## src/rtl/cdb_arbiter.sv

```systemverilog
// Common data bus arbiter: three per-producer result FIFOs drained round-robin
// onto one registered broadcast bus, with a rollback flush of all queued results.

module cdb_fifo #(
  parameter int DEPTH = 4,
  parameter int W     = 8
) (
  input  logic         clk,
  input  logic         rst,
  input  logic         i_flush,
  input  logic         i_push,
  input  logic [W-1:0] i_data,
  input  logic         i_pop,
  output logic [W-1:0] o_head,
  output logic         o_empty,
  output logic         o_full
);
  localparam int PTR_W = $clog2(DEPTH);
  localparam int CNT_W = PTR_W + 1;
  localparam logic [CNT_W-1:0] FULL_CNT = CNT_W'(DEPTH);

  logic [W-1:0]     r_mem [DEPTH];
  logic [PTR_W-1:0] r_head;
  logic [PTR_W-1:0] r_tail;
  logic [CNT_W-1:0] r_count;
  logic             w_push;
  logic             w_pop;

  // Full is judged on the registered count, so a pop in the same cycle never frees room.
  assign o_full  = (r_count == FULL_CNT);
  assign o_empty = (r_count == '0);
  assign w_push  = i_push && !o_full;
  assign w_pop   = i_pop && !o_empty;
  assign o_head  = r_mem[r_head];

  always_ff @(posedge clk) begin
    if (rst || i_flush) begin
      r_head  <= '0;
      r_tail  <= '0;
      r_count <= '0;
    end else begin
      if (w_push) r_tail <= r_tail + PTR_W'(1);
      if (w_pop)  r_head <= r_head + PTR_W'(1);
      case ({w_push, w_pop})
        2'b10:   r_count <= r_count + CNT_W'(1);
        2'b01:   r_count <= r_count - CNT_W'(1);
        default: r_count <= r_count;
      endcase
    end
  end

  always_ff @(posedge clk) begin
    if (w_push && !rst && !i_flush) r_mem[r_tail] <= i_data;
  end
endmodule

module cdb_arbiter #(
  parameter int DEPTH  = 4,
  parameter int TAG_W  = 4,
  parameter int WORD_W = 32
) (
  input  logic              clk,
  input  logic              rst,
  input  logic              rollback_in,
  input  logic              alu_valid_in,
  input  logic [TAG_W-1:0]  alu_tag_in,
  input  logic [WORD_W-1:0] alu_data_in,
  input  logic [WORD_W-1:0] alu_new_pc_in,
  output logic              alu_full_out,
  input  logic              lsb_valid_in,
  input  logic [TAG_W-1:0]  lsb_tag_in,
  input  logic [WORD_W-1:0] lsb_data_in,
  output logic              lsb_full_out,
  input  logic              rob_valid_in,
  input  logic [TAG_W-1:0]  rob_tag_in,
  input  logic [WORD_W-1:0] rob_data_in,
  output logic              rob_full_out,
  output logic              cdb_valid_out,
  output logic [TAG_W-1:0]  cdb_tag_out,
  output logic [WORD_W-1:0] cdb_data_out,
  output logic [WORD_W-1:0] cdb_new_pc_out,
  output logic [1:0]        cdb_src_out
);
  typedef enum logic [1:0] {
    SRC_ALU = 2'd0,
    SRC_LSB = 2'd1,
    SRC_ROB = 2'd2
  } src_e;

  localparam int ALU_W = TAG_W + 2 * WORD_W;
  localparam int RES_W = TAG_W + WORD_W;

  logic [ALU_W-1:0]  w_aluHead;
  logic [RES_W-1:0]  w_lsbHead;
  logic [RES_W-1:0]  w_robHead;
  logic              w_aluEmpty, w_lsbEmpty, w_robEmpty;
  logic              w_aluPush, w_lsbPush, w_robPush;
  logic              w_aluPop, w_lsbPop, w_robPop;
  logic              w_grantValid;
  src_e              w_grant;
  logic [TAG_W-1:0]  w_selTag;
  logic [WORD_W-1:0] w_selData;
  logic [WORD_W-1:0] w_selPc;

  src_e              r_lastGrant;
  logic              r_cdbValid;
  logic [TAG_W-1:0]  r_cdbTag;
  logic [WORD_W-1:0] r_cdbData;
  logic [WORD_W-1:0] r_cdbNewPc;
  src_e              r_cdbSrc;

  // Tag 0 is the null tag and never enters a queue.
  assign w_aluPush = alu_valid_in && (alu_tag_in != '0);
  assign w_lsbPush = lsb_valid_in && (lsb_tag_in != '0);
  assign w_robPush = rob_valid_in && (rob_tag_in != '0);

  assign w_aluPop = w_grantValid && (w_grant == SRC_ALU) && !rollback_in;
  assign w_lsbPop = w_grantValid && (w_grant == SRC_LSB) && !rollback_in;
  assign w_robPop = w_grantValid && (w_grant == SRC_ROB) && !rollback_in;

  cdb_fifo #(.DEPTH(DEPTH), .W(ALU_W)) u_aluFifo (
    .clk     (clk),
    .rst     (rst),
    .i_flush (rollback_in),
    .i_push  (w_aluPush),
    .i_data  ({alu_tag_in, alu_data_in, alu_new_pc_in}),
    .i_pop   (w_aluPop),
    .o_head  (w_aluHead),
    .o_empty (w_aluEmpty),
    .o_full  (alu_full_out)
  );

  cdb_fifo #(.DEPTH(DEPTH), .W(RES_W)) u_lsbFifo (
    .clk     (clk),
    .rst     (rst),
    .i_flush (rollback_in),
    .i_push  (w_lsbPush),
    .i_data  ({lsb_tag_in, lsb_data_in}),
    .i_pop   (w_lsbPop),
    .o_head  (w_lsbHead),
    .o_empty (w_lsbEmpty),
    .o_full  (lsb_full_out)
  );

  cdb_fifo #(.DEPTH(DEPTH), .W(RES_W)) u_robFifo (
    .clk     (clk),
    .rst     (rst),
    .i_flush (rollback_in),
    .i_push  (w_robPush),
    .i_data  ({rob_tag_in, rob_data_in}),
    .i_pop   (w_robPop),
    .o_head  (w_robHead),
    .o_empty (w_robEmpty),
    .o_full  (rob_full_out)
  );

  // Round-robin: the search starts at the source after the last winner.
  always_comb begin
    w_grantValid = !w_aluEmpty || !w_lsbEmpty || !w_robEmpty;
    w_grant      = SRC_ALU;
    case (r_lastGrant)
      SRC_ALU: begin
        if (!w_lsbEmpty)      w_grant = SRC_LSB;
        else if (!w_robEmpty) w_grant = SRC_ROB;
        else                  w_grant = SRC_ALU;
      end
      SRC_LSB: begin
        if (!w_robEmpty)      w_grant = SRC_ROB;
        else if (!w_aluEmpty) w_grant = SRC_ALU;
        else                  w_grant = SRC_LSB;
      end
      default: begin
        if (!w_aluEmpty)      w_grant = SRC_ALU;
        else if (!w_lsbEmpty) w_grant = SRC_LSB;
        else                  w_grant = SRC_ROB;
      end
    endcase
  end

  always_comb begin
    w_selTag  = w_aluHead[ALU_W-1 -: TAG_W];
    w_selData = w_aluHead[2*WORD_W-1 -: WORD_W];
    w_selPc   = w_aluHead[WORD_W-1:0];
    case (w_grant)
      SRC_LSB: begin
        w_selTag  = w_lsbHead[RES_W-1 -: TAG_W];
        w_selData = w_lsbHead[WORD_W-1:0];
        w_selPc   = '0;
      end
      SRC_ROB: begin
        w_selTag  = w_robHead[RES_W-1 -: TAG_W];
        w_selData = w_robHead[WORD_W-1:0];
        w_selPc   = '0;
      end
      default: ;
    endcase
  end

  // Idle cycles only drop valid; the payload fields keep their last broadcast.
  always_ff @(posedge clk) begin
    if (rst) begin
      r_lastGrant <= SRC_ROB;
      r_cdbValid  <= 1'b0;
      r_cdbTag    <= '0;
      r_cdbData   <= '0;
      r_cdbNewPc  <= '0;
      r_cdbSrc    <= SRC_ALU;
    end else if (rollback_in) begin
      r_cdbValid <= 1'b0;
    end else if (w_grantValid) begin
      r_lastGrant <= w_grant;
      r_cdbValid  <= 1'b1;
      r_cdbTag    <= w_selTag;
      r_cdbData   <= w_selData;
      r_cdbNewPc  <= w_selPc;
      r_cdbSrc    <= w_grant;
    end else begin
      r_cdbValid <= 1'b0;
    end
  end

  assign cdb_valid_out  = r_cdbValid;
  assign cdb_tag_out    = r_cdbTag;
  assign cdb_data_out   = r_cdbData;
  assign cdb_new_pc_out = r_cdbNewPc;
  assign cdb_src_out    = r_cdbSrc;

  assert property (@(posedge clk) disable iff (rst) cdb_src_out != 2'd3);
  assert property (@(posedge clk) disable iff (rst)
    !(cdb_valid_out && cdb_src_out != 2'd0 && cdb_new_pc_out != '0));
endmodule

```

## config.mk

```make
export PLATFORM = sky130hd
export DESIGN_NAME = cdb_arbiter
export DESIGN_NICKNAME = d
export VERILOG_FILES = /design/src/rtl/cdb_arbiter.sv
export SDC_FILE = /design/constraint.sdc
export NUM_CORES = 1
export LEC_CHECK = 0
export CAP_MARGIN = 30
export CORE_UTILIZATION = 30
export DETAILED_ROUTE_END_ITERATION = 6
export SLEW_MARGIN = 20
export SYNTH_ARGS = -nofsm -noshare
export SYNTH_HDL_FRONTEND = slang
export SYNTH_SLANG_ARGS = --single-unit
```

## constraint.sdc

```tcl
create_clock -name clk -period 3.8 [get_ports clk]
set_clock_uncertainty 0.15 [all_clocks]
set_input_delay 0.76 -clock clk [delete_from_list [all_inputs] [get_ports clk]]
set_output_delay 0.76 -clock clk [all_outputs]
set_load 0.05 [all_outputs]
```

==> metrics.txt <==
Distinct cells, synth 42; Total Routing Usage GR 14.6%; maximum vdd drop between 300 and 400 uV; ratio of cells with drive above 1 in the final layout roughly 17%; final critical-path required period ~3.4 ns; First-pass DRT Iterations 5; Reg2Reg Setup Slack around 0.38 ns; RR Startpoint u_lsbFifo.r_count[2]$_SDFFE_PP0P_; dpl cells 2500; CTS buffer count 73; Critical Path Max Stage Delay between 0.4 and 0.5 ns; Post-CTS Repair Setup Buffers 0; Die H 289 um; RSZ-0062 raised after global routing false; met1 Use GR between 10% and 20%; Max-Cap Viols 0; Overflow after GRT 0; worst r2r path cells 12; HPWL Detailed 37.5 mm; Min-Delay Path Class flop to flop; cts repair resizes 0; CTS tree done; Sink Count ~660; CP arrival approximately 3.8 ns; Setup violations, final 0; terminus of the critical flop-to-flop path u_aluFifo.r_count[2]$_SDFFE_PP0P_; first-pass GRT wire length slightly below 90 mm; CTS H-tree depth 3; critical path endpoint category flop; crit-path leading delay family simple AND/OR/NAND/NOR gates; Post-synth EDFFs between 500 and 600; met2 Track Usage GR a little under a quarter; status finished, final reports clean; Max Freq between 200 and 300 MHz; CP cell instances or3_1, and3_1, nor3_1, buf_4, ha_4, nor3b_1, ha_1, inv_1, fa_1, xor2_1, or3_1, a21oi_1; required time at the worst-slack endpoint approximately 4.2 ns; Clock Root Buffer clkbuf_16; Avg WL per Cell 22.9 um; IO Pins between 200 and 250; Reg clk slew, reported paths 0.06 ns; NumNets Final ~1700; Avg Synthesized Cell Area between 15 and 20 um2; Crit Path Class flop to flop; DR vias around 13000; ys async rst share 0%; Seq cells post-synth 659; main flop type after synthesis edfxtp_1; routability congestion estimate ~0.74; Pwr Total about 16 mW; Final Hold Viols 0; CP startpoint u_lsbFifo.r_count[2]$_SDFFE_PP0P_; Port Buffer Count around 220; Horiz. Die Dim between 200 and 300 um; post-synthesis cell area 24700 um2; Clock Path Buffers 3; slew at the pin closest to its max-slew limit ~0.96 ns; cts hold-fix bufs 0; top cell type by total area after synthesis edfxtp_1; pin count of the biggest net entering global routing 69; synth cell count leaders edfxtp_1, mux4_2, dfxtp_1; Antenna Nets Post-Route 0; Die Area 83500 um2; Top cell by count, worst path or3_1; Starting Density a little under a third; Leak about 9.5 nW; fin cells ~2600; Slew Viols, Final 0; worst rel slew slack a little over a third; Via density 4.75; Crit path buffers/inverters 2; Area growth, synth to finish 24.7%; Remaining DRCs 0; initial antenna violation count 7; PwrDens between 500 and 600 nW/um2; final cycle utilization of the critical path roughly nine tenths; Crit Path Max Fanout 5; DR iter-0 viols between 800 and 900; post-synthesis sequential area ratio 76.1%; core area slightly above 80000 um2; vias in the first global route ~13000; most common cell in the netlist edfxtp_1; gr busiest metal met2; share of the synthesized area in the top cell type 68.1%; setup TNS 0 ns; DRT Wirelength slightly above 60 mm; hold slack 0.312 ns; cell count after synthesis 1249; largest cells by area after synthesis edfxtp_1, mux4_2, dfxtp_1, mux2i_1, o221ai_1; Setup crit end u_aluFifo.r_count[2]$_SDFFE_PP0P_; Synthesized Nets about 1400; slowest stage cell, crit path or3_1; synth warn 0; Worst Setup Start Kind flop; met3 GRT Util ~3.7%; row count about 100; Clk Latency, worst-skew pair 0.61 ns; Crit. path cell count 12
[power breakdown]
group | leakage (nW) | switching, mW | internal, mW
Combinational | 2.51 | 0.885 | 0.531
Sequential | 5.86 | 0.0691 | 7.97
Clock | 1.11 | 2.83 | 3.94
Total | 9.49 | 3.78 | 12.4
[state kept, by name (all words and copies together), names as in the netlist, named ones only]
signal	cells
cdb_data_out	32
cdb_new_pc_out	32
cdb_src_out	1
cdb_tag_out	4
cdb_valid_out	1
r_lastGrant	2
u_aluFifo.r_count	3
u_aluFifo.r_head	2
u_aluFifo.r_mem	272
u_aluFifo.r_tail	2
u_lsbFifo.r_count	3
u_lsbFifo.r_head	2
u_lsbFifo.r_mem	144
u_lsbFifo.r_tail	2
u_robFifo.r_count	3
u_robFifo.r_head	2
u_robFifo.r_mem	144
u_robFifo.r_tail	2
[cell families (layout without fill, tap and decap cells)]
| family | Yosys count | in the layout | synth area share, % |
|---|---|---|---|
| xor gates and xnor gates | 15 | 15 | 0.532 |
| muxes | 179 | 179 | 12.5 |
| other | 0 | 2 | 0 |
| and+or+nand+nor | 87 | 87 | 2.05 |
| AOI/OAI and AO/OA | 195 | 195 | 5.66 |
| adders and majority gates | 21 | 21 | 1.16 |
| DFF | 659 | 659 | 76.1 |
| buffers and inverters | 93 | 419 | 1.96 |
[how the worst min path moves through the flow]
stage                                      from                       endpoint  slack (ns)  cells after the start
2_1_floorplan  u_lsbFifo.r_head[1]$_SDFFE_PP0P_                           flop        0.34                      2
3_5_place_dp      cdb_data_out[31]$_SDFFE_PP0P_  cdb_data_out[31]$_SDFFE_PP0P_        0.30                      1
5_1_grt            cdb_data_out[0]$_SDFFE_PP0P_   cdb_data_out[0]$_SDFFE_PP0P_        0.33                      1
4_1_cts           cdb_data_out[18]$_SDFFE_PP0P_  cdb_data_out[18]$_SDFFE_PP0P_        0.32                      1
6_report          cdb_data_out[18]$_SDFFE_PP0P_  cdb_data_out[18]$_SDFFE_PP0P_        0.31                      1
3_3_place_gp      cdb_data_out[31]$_SDFFE_PP0P_  cdb_data_out[31]$_SDFFE_PP0P_        0.30                      1
[cells in the final DEF, fill, tap and decap left out, drive strengths merged, types with 2 or more instances in the layout]
| master | instances |
|---|---|
| edfxtp | 560 |
| clkdlybuf4s50 | 219 |
| mux4 | 104 |
| clkbuf | 104 |
| dfxtp | 99 |
| mux2i | 75 |
| a21oi | 50 |
| buf | 46 |
| o21ai | 39 |
| o2bb2ai | 36 |
| o221ai | 36 |
| nor2 | 33 |
| a22o | 24 |
| inv | 23 |
| clkinv | 21 |
| ha | 18 |
| and3 | 13 |
| nand2 | 9 |
| xnor2 | 9 |
| nand3b | 8 |
| nor3b | 6 |
| xor2 | 6 |
| nor3 | 6 |
| or3 | 4 |
| o41ai | 3 |
| fa | 3 |
| bufinv | 3 |
| clkinvlp | 3 |
| diode | 2 |
| and4b | 2 |
| a31oi | 2 |
| nor4bb | 2 |
[cell type report]
class,count,area (um2)
fillers,7404,50200
multi-input cells,497,5460
clock buffers,104,2020
diodes,2,5.00
well taps,1060,1330
inverters,20,75.1
flip-flops and latches,659,18800
clock inverters,30,277
repair buffers,265,2810
[metrics by stage]
stage / util (%) / setup slack (ns) / cell area (um2)
6_report: 38.0 / 0.378 / 30800
4_1_cts: 38.0 / 0.332 / 30800
5_1_grt: 38.0 / 0.141 / 30800
2_1_floorplan: - / 0.120 / 24700
3_5_place_dp: 35.2 / 0.247 / 28500
3_3_place_gp: 35.2 / 0.288 / 28500
[routing by layer]
metal / share of wire (%) / wire, um
met1: 45 / 27100
met2: 46 / 27700
met3: 6.4 / 3860
met4: 2.8 / 1670
met5: 0.13 / 78
(Power assumes the default switching activity.)
